## src/rtl/acc_cpu_pkg.sv

```systemverilog
// Shared definitions for the accumulator CPU core:
// opcodes, sequencer states and flag bit positions.
package acc_cpu_pkg;

    localparam logic [3:0] OP_NOP = 4'h0;
    localparam logic [3:0] OP_LDI = 4'h1;
    localparam logic [3:0] OP_LD  = 4'h2;
    localparam logic [3:0] OP_ST  = 4'h3;
    localparam logic [3:0] OP_JMP = 4'h4;
    localparam logic [3:0] OP_JZ  = 4'h5;
    localparam logic [3:0] OP_JC  = 4'h6;
    localparam logic [3:0] OP_OUT = 4'h7;
    localparam logic [3:0] OP_ADD = 4'h8;
    localparam logic [3:0] OP_SUB = 4'h9;
    localparam logic [3:0] OP_AND = 4'hA;
    localparam logic [3:0] OP_OR  = 4'hB;
    localparam logic [3:0] OP_XOR = 4'hC;
    localparam logic [3:0] OP_NOT = 4'hD;
    localparam logic [3:0] OP_SHL = 4'hE;
    localparam logic [3:0] OP_SHR = 4'hF;

    typedef enum logic [1:0] {
        ST_FETCH = 2'd0,
        ST_EXEC  = 2'd1,
        ST_MEM   = 2'd2
    } state_t;

    localparam int FLAG_Z = 0;
    localparam int FLAG_C = 1;

    function automatic logic is_mem_op(input logic [3:0] op);
        return (op == OP_LD) || (op == OP_ST) ||
               ((op >= OP_ADD) && (op <= OP_XOR));
    endfunction

endpackage

```

## src/rtl/acc_cpu_core_alu.sv

```systemverilog
// Combinational ALU: result plus carry/zero for the accumulator ops.
// Any non-ALU opcode passes b through, which is how LD sets Z.
module alu_w
    import acc_cpu_pkg::*;
#(
    parameter int DW = 8
) (
    input  logic [3:0]    op,
    input  logic [DW-1:0] a,
    input  logic [DW-1:0] b,
    output logic [DW-1:0] result,
    output logic          c,
    output logic          z
);

    logic [DW:0] sum;

    always_comb begin
        sum    = {1'b0, a} + {1'b0, b};
        result = b;
        c      = 1'b0;
        case (op)
            OP_ADD: {c, result} = sum;
            OP_SUB: begin
                result = a - b;
                c      = (a < b);
            end
            OP_AND: result = a & b;
            OP_OR:  result = a | b;
            OP_XOR: result = a ^ b;
            OP_NOT: result = ~a;
            OP_SHL: begin
                result = {a[DW-2:0], 1'b0};
                c      = a[DW-1];
            end
            OP_SHR: begin
                result = {1'b0, a[DW-1:1]};
                c      = a[0];
            end
            default: ;
        endcase
        z = (result == '0);
    end

endmodule

```

## src/rtl/acc_cpu_core.sv

```systemverilog
// Accumulator CPU core: FETCH/EXEC/MEM sequencer with registered
// request strobes, IR, pc, acc, {C,Z} flags and the OUT register.
module acc_cpu_core
    import acc_cpu_pkg::*;
#(
    parameter int DW = 8,
    parameter int AW = 12
) (
    input  logic            clk,
    input  logic            rst_n,
    output logic            imem_req,
    output logic [AW-1:0]   imem_addr,
    input  logic            imem_ack,
    input  logic [AW+3:0]   imem_rdata,
    output logic            dmem_req,
    output logic            dmem_we,
    output logic [AW-1:0]   dmem_addr,
    output logic [DW-1:0]   dmem_wdata,
    input  logic            dmem_ack,
    input  logic [DW-1:0]   dmem_rdata,
    output logic [DW-1:0]   out_data,
    output logic            out_valid,
    output logic [AW-1:0]   dbg_pc,
    output logic [DW-1:0]   dbg_acc,
    output logic [1:0]      dbg_flags,
    output logic [1:0]      dbg_state
);

    localparam int IW = 4 + AW;

    state_t          state;
    logic [IW-1:0]   ir;
    logic [AW-1:0]   pc;
    logic [DW-1:0]   acc;
    logic [1:0]      flags;

    logic [3:0]      op;
    logic [AW-1:0]   arg;
    logic [DW-1:0]   imm;
    logic [DW-1:0]   alu_res;
    logic            alu_c;
    logic            alu_z;

    assign op  = ir[IW-1:AW];
    assign arg = ir[AW-1:0];
    assign imm = arg[DW-1:0];

    // Operand b is the memory word; only sampled when dmem_ack is high.
    alu_w #(.DW(DW)) u_alu (
        .op     (op),
        .a      (acc),
        .b      (dmem_rdata),
        .result (alu_res),
        .c      (alu_c),
        .z      (alu_z)
    );

    assign imem_addr  = pc;
    assign dmem_we    = dmem_req && (op == OP_ST);
    assign dmem_addr  = arg;
    assign dmem_wdata = acc;

    assign dbg_pc    = pc;
    assign dbg_acc   = acc;
    assign dbg_flags = flags;
    assign dbg_state = state;

    always_ff @(posedge clk) begin
        if (!rst_n) begin
            state     <= ST_FETCH;
            ir        <= '0;
            pc        <= '0;
            acc       <= '0;
            flags     <= '0;
            out_data  <= '0;
            out_valid <= 1'b0;
            imem_req  <= 1'b0;
            dmem_req  <= 1'b0;
        end else begin
            out_valid <= 1'b0;
            case (state)
                ST_FETCH: begin
                    imem_req <= 1'b1;
                    if (imem_req && imem_ack) begin
                        ir       <= imem_rdata;
                        pc       <= pc + AW'(1);
                        imem_req <= 1'b0;
                        state    <= ST_EXEC;
                    end
                end
                ST_EXEC: begin
                    state    <= ST_FETCH;
                    imem_req <= 1'b1;
                    unique case (1'b1)
                        is_mem_op(op): begin
                            state    <= ST_MEM;
                            imem_req <= 1'b0;
                            dmem_req <= 1'b1;
                        end
                        op == OP_LDI: begin
                            acc           <= imm;
                            flags[FLAG_Z] <= (imm == '0);
                        end
                        op == OP_JMP: pc <= arg;
                        op == OP_JZ:
                            if (flags[FLAG_Z]) pc <= arg;
                        op == OP_JC:
                            if (flags[FLAG_C]) pc <= arg;
                        op == OP_OUT: begin
                            out_data  <= acc;
                            out_valid <= 1'b1;
                        end
                        op >= OP_NOT: begin
                            acc   <= alu_res;
                            flags <= {alu_c, alu_z};
                        end
                        default: ;
                    endcase
                end
                ST_MEM: begin
                    if (dmem_req && dmem_ack) begin
                        dmem_req <= 1'b0;
                        imem_req <= 1'b1;
                        state    <= ST_FETCH;
                        if (op == OP_LD) begin
                            acc           <= dmem_rdata;
                            flags[FLAG_Z] <= alu_z;
                        end else if (op != OP_ST) begin
                            acc   <= alu_res;
                            flags <= {alu_c, alu_z};
                        end
                    end
                end
                default: state <= ST_FETCH;
            endcase
        end
    end

endmodule

```

## config.mk

```make
export PLATFORM = sky130hd
export DESIGN_NAME = acc_cpu_core
export DESIGN_NICKNAME = d
export VERILOG_FILES = /design/src/rtl/acc_cpu_pkg.sv /design/src/rtl/acc_cpu_core_alu.sv /design/src/rtl/acc_cpu_core.sv
export SDC_FILE = /design/constraint.sdc
export NUM_CORES = 1
export LEC_CHECK = 0
export CAP_MARGIN = 10
export CORE_MARGIN = 5
export CORE_UTILIZATION = 51
export DETAILED_ROUTE_END_ITERATION = 8
export GPL_ROUTABILITY_DRIVEN = 0
export PLACE_DENSITY = 0.92
export SLEW_MARGIN = 20
export SYNTH_ARGS = -nofsm -noshare
export SYNTH_HDL_FRONTEND = slang
export SYNTH_SLANG_ARGS = --single-unit
```

## constraint.sdc

```tcl
create_clock -name clk -period 4.6 [get_ports clk]
set_input_delay 0.46 -clock clk [delete_from_list [all_inputs] [get_ports clk]]
set_output_delay 0.46 -clock clk [all_outputs]
set_load 0.01 [all_outputs]
```

[After elaboration in Yosys (flattened, before gate mapping)]
Cells that the tools add are included.
Storage, ports and cells
  flip-flop bits (word level): 51
  output and inout bits: 68
  logic and storage cells: 102
  input port bits: 28
Cells by class
  mux-type cells: 31
  add/subtract/negate cells: 3
  order comparisons: 4
  equality and inequality tests: 29
  reductions and logical operators: 21
  bitwise operators: 4
Operators by type and width (number)
  $pmux 8 s8: 1
  $mux 12: 3
  $pmux 12 s3: 1
  $eq 4x4->1 const B: 8
  $pmux 8 s2: 2
  $mux 8: 3
  $pmux 12 s2: 1
  $eq 4x3->1 const B: 4
  $logic_not 8->1: 2
  $add 12x1->12 const B: 1
  $ne 2x2->1 const B: 6
  $ne 3x3->1 const B: 4
  $mux 2: 5
  $reduce_and 2->1: 5
  $reduce_and 5->1: 2
  $add 8x8->9: 1
  $mux 1: 9
  $and 8x8->8: 1
  $eq 4x2->1 const B: 2
  $ge 4x4->1 const B: 2
  $lt 8x8->1: 1
  $not 8->8: 1
  $or 8x8->8: 1
  $sub 8x8->8: 1
  19 further kinds: 25

[Longest topological paths before layout]
  word-level depth: 7
  depth in mapped cells: 11
  gate-level depth less buffers: 11

[By module]
Synthesis repeated with hierarchy kept, for this count alone.
Second synthesis, totals
  cell total of the unflattened synthesis: 546
  area, all modules: 4177.8 um2
By module, submodules not included
  acc_cpu_core: area each 2745.1 um2, instances 1, cells each 336, sequential area each 1021.0 um2
  alu_w: area each 1432.6 um2, instances 1, cells each 210, sequential area each 0.0 um2

[Worst setup path before layout]
No wires, ideal clock.
  path type: flip-flop to flip-flop
  start: reg acc[1], in the netlist dbg_acc[1]
  end: reg flags[0], in the netlist dbg_flags[0]
  path buffers: 0
  arrival: 2448 ps
  period minus slack after synthesis: 2507 ps
  required time: 4541 ps
  stages on the path, launching flop included: 10
  setup time: 59 ps
  path slack: 2093 ps
  cell sequence: dfxtp_1 > inv_1 > ha_1 > or3_4 > a31oi_4 > or4_1 > nand3_1 > a211o_1 > o32ai_1 > a41o_1
On the way
  word-level cells in the longest chain between the ends: 7
  elaborated cells on any way between the ends: 13
  classes of those cells: 2 x add/sub; 6 x mux; 4 x bitwise; 1 x reduce/logical
RTL lines
  from (decl): RTL line acc_cpu_core.sv:34  | logic [DW-1:0] acc;
  from (signal assigned): RTL line acc_cpu_core.sv:101  | acc <= imm;
  from (signal assigned): RTL line acc_cpu_core.sv:114  | acc <= alu_res;
  from (signal assigned): RTL line acc_cpu_core.sv:126  | acc <= dmem_rdata;
  $sub 8x8->8, or another cell as far along: RTL line acc_cpu_core_alu.sv:25  | result = a - b;
  $pmux 8 s8 *: RTL line acc_cpu_core_alu.sv:22  | case (op)
  $logic_not 8->1 *: RTL line acc_cpu_core_alu.sv:42  | z = (result == '0);
  $mux 2: RTL line acc_cpu_core.sv:128  | end else if (op != OP_ST) begin
  $mux 1: RTL line acc_cpu_core.sv:125  | if (op == OP_LD) begin
  $mux 2: RTL line acc_cpu_core.sv:121  | if (dmem_req && dmem_ack) begin
  $pmux 2 s2 *: RTL line acc_cpu_core.sv:81  | case (state)
  to (signal assigned): RTL line acc_cpu_core.sv:115  | flags <= {alu_c, alu_z};
  to (signal, indexed assignment): RTL line acc_cpu_core.sv:127  | flags[FLAG_Z] <= alu_z;
  to (signal assigned): RTL line acc_cpu_core.sv:130  | flags <= {alu_c, alu_z};
  to (decl): RTL line acc_cpu_core.sv:35  | logic [1:0] flags;
Every way passes the cells marked *; elsewhere a longest branch is shown, timed or not. The select of a mux whose other input is x is not followed.
A chain may end at the register's enable or synchronous reset.

[Worst setup path after layout]
  start: in dmem_rdata[0]
  end: reg flags[0], in the netlist dbg_flags[0]
On the way
  word-level cells in the longest chain between the ends: 7
  elaborated cells on any way between the ends: 12
  classes of those cells: 2 x add/sub; 6 x mux; 3 x bitwise; 1 x reduce/logical
RTL lines
  from (decl): RTL line acc_cpu_core.sv:20  | input logic [DW-1:0] dmem_rdata,
  $sub 8x8->8, or another cell as far along: RTL line acc_cpu_core_alu.sv:25
  $pmux 8 s8 *: RTL line acc_cpu_core_alu.sv:22
  $logic_not 8->1 *: RTL line acc_cpu_core_alu.sv:42
  $mux 2: RTL line acc_cpu_core.sv:128
  $mux 1: RTL line acc_cpu_core.sv:125
  $mux 2: RTL line acc_cpu_core.sv:121
  $pmux 2 s2 *: RTL line acc_cpu_core.sv:81
Marks and branches as above.

==> results.cfg <==
[outcome]
status = completed

[synthesis]
syn_nets = 623
syn_inst = 563
ys_types = 68
syn_area_per_cell_um2 = 7.45
synth-seq-cells = 51
synth_warnings = 0
seq_area_frac_synth_pct = 24.3
synth.area.top_cells = dfxtp_1 (24%), ha_1 (8.9%), a21oi_1 (7.4%)
synth_area_um2 = 4190
synth_enable_flop_cells = 0
async_flop_share_pct = 0
netlist_top_cells_count = nor2_1 (63), a21oi_1 (62), nand2_1 (56), dfxtp_1 (51), inv_1 (36)
ys.flop_type = dfxtp_1
yosysMostFrequentCell = nor2_1
yosys.area.top_type = dfxtp_1
yosysTopAreaCellShare_pct = 24.3

[die]
row_count = 33
initial_core_util_pct = 51.6
pin_count = 96
die_h_um = 101
coreArea_um2 = 8130
die_x_um = 101
die-area_um2 = 10100

[power]
leakage_nw = 1.83
ir_drop_mv = 0.185
p_per_area_nw_per_um2 = 231

[worst_setup_path]
cp_cell_sequence = clkdlybuf4s50_1, ha_1, inv_1, fa_1, nand2b_1, a211oi_1, o21ai_0, a31oi_1, o221ai_1, o32ai_1, a41o_1
worstPathArrival_ps = 3180
rrSetupSlack_ps = 1780
critPathBufInv = 2
cp_slowest_cell = clkdlybuf4s50_1
cp-startpoint = dmem_rdata[0]
critical_path_class = in2reg
required_ps = 4840
cp_top_family = compound AO/OA/AOI/OAI gates
endpoint = dbg_flags[0]
rr_worst_depth = 10
r2r_start = dbg_acc[0]
slowest_delay_ps = 500
crit_fanout = 4
crit_cells = 11
crit_path_end_kind = flop
worstReg2RegEnd = dbg_flags[0]
cp-start-kind = input pin

[clock_network]
postCtsSetupBuffers = 0
clock_sinks = 51
post_cts_resized = 0
clkTransAtPathRegs_ps = 90
cts_root_buf = clkbuf_8
htreeDepth = 2
ctsHoldBuffers = 0
clk-insertion-delay-late_ps = 310
cts_buffers = 5
clk_path_buf_depth = 2
cts_tree = done

[cells_and_area]
fillCellCount = 680
final_cells = 712
area_growth_pct = 20.0
antenna_cells = 0
layout-drive-gt1-share_pct = 5.11
nets = 667
final_area_um2 = 5030

[global_routing]
grt_start_max_net_pins = 31
grt_pass1_vias = 4165
grt_usage_pct = 24.5
antenna_found_initial = 0
grt_overflow = 0
grt_pass1_wl_um = 20400

[drt]
num_vias = 4580
drt_first_pass_iters = 5
drt_iter0_drc = 679
postRouteAntennaNets = 0
avgViaCountPerCell = 6.43
drc_errors = 0
wl_per_cell_um = 18.3
wirelength_um = 13000

[placed_design]
dp_cells = 705
port_buffers = 95
post_dp_cell_area_um2 = 4940
dp_hpwl_um = 9760

[sta]
tightest_slew_ps = 1080
max_freq_mhz = 341
skew_ps = 13.4
fin_setup_tns_ps = 0
drv_slew = 0
rsz0062_at_grt = false
finalHoldViolCount = 0
relSlewSlack_pct = 27.8
min_period_ps = 2930
setup_viol = 0
fin_crit_sh_pct = 63.8

[run]
drv_cap = 0

[worst_hold_path]
hold_class = reg2reg
## where the power goes
group | leakage (nW) | internal, mW | switching (mW)
clock network | 0.0477 | 0.121 | 0.146
registers | 0.414 | 0.463 | 0.0438
logic | 1.37 | 0.172 | 0.215
## worst reg2reg max path, delay by kind of cell, from the launching register on
kind | cells | cell delay [ps]
adder cells (fa/ha/maj) | 2 | 690
flip-flops | 1 | 500
AND/OR/NAND/NOR | 1 | 190
AO/OA/AOI/OAI | 6 | 1310
buffers and inverters | 1 | 70
## final cells by class
cell class | count | area, um^2 | share of cell area, %
flip-flops and latches | 51 | 1020 | 20.3
well taps | 105 | 131 | 2.61
clock inverters | 1 | 8.76 | 0.174
multi-input cells | 412 | 2660 | 52.9
clock buffers | 6 | 82.6 | 1.64
inverters | 38 | 143 | 2.84
repair buffers | 99 | 981 | 19.5
## state kept, by name (all words and copies together), names as in the netlist
register,flops
dbg_acc,8
dbg_flags,2
dbg_pc,12
dbg_state,2
dmem_req,1
imem_req,1
ir,16
out_data,8
out_valid,1
## cells in the final DEF, fill, tap and decap left out, types with 6 or more instances in the layout
| cell type | synthesis | layout |
|---|---|---|
| nor2_1 | 63 | 63 |
| clkdlybuf4s50_1 | 0 | 95 |
| mux2i_1 | 8 | 8 |
| a31oi_1 | 8 | 8 |
| clkbuf_8 | 0 | 6 |
| ha_1 | 30 | 30 |
| o221a_2 | 6 | 6 |
| nand2b_1 | 13 | 13 |
| nand3_1 | 18 | 18 |
| nand2_1 | 56 | 56 |
| a21oi_1 | 62 | 62 |
| inv_1 | 36 | 36 |
| o21ai_0 | 29 | 29 |
| o221ai_1 | 6 | 6 |
| nor3_1 | 8 | 8 |
| a211oi_1 | 6 | 6 |
| dfxtp_1 | 51 | 51 |
| o211ai_1 | 10 | 10 |
## layer usage
layer / GRT usage, % / wire length [um] / vias up
met3: 4.98 / 1340 / 70
li1: - / - / 2072
met1: 30.8 / 4880 / 2102
met5: 0 / 0 / -
met4: 11.6 / 562 / 0
met2: 39.9 / 6250 / 336
## per-stage QoR
stage / setup WS, ps / utilization (%) / hold slack (ps) / power, mW
global route: 1490 / 61.9 / 506 / 1.21
CTS: 1700 / 61.9 / 487 / 1.16
finish: 1670 / 61.9 / 480 / 1.16
floorplan: 2090 / - / 450 / 0.760
global placement: 1490 / 60.7 / 468 / 0.873
detailed placement: 1400 / 60.7 / 474 / 0.893
## how the worst min path moves through the flow
stage	start	to	slack [ps]	depth (start not counted)
2_1_floorplan	ir[9]	ir[9]	450	2
3_3_place_gp	ir[8]	ir[8]	470	2
3_5_place_dp	ir[10]	ir[10]	470	2
4_1_cts	ir[10]	ir[10]	490	2
5_1_grt	ir[8]	ir[8]	510	2
6_report	ir[10]	ir[10]	480	2
## kinds of logic (layout without fill, tap and decap cells)
kind of cell             after synthesis  count (layout)  share of synthesized area (%)
XOR/XNOR                               2               2                          0.418
buffers and inverters                100             144                           12.1
AO/OA/AOI/OAI                        179             179                           28.9
flip-flops                            51              51                           24.3
adder cells (fa/ha/maj)               32              32                           9.90
AND/OR/NAND/NOR                      188             188                           20.8
multiplexers                          11              11                           3.52
No activity file was read; power rests on OpenSTA's default activity.
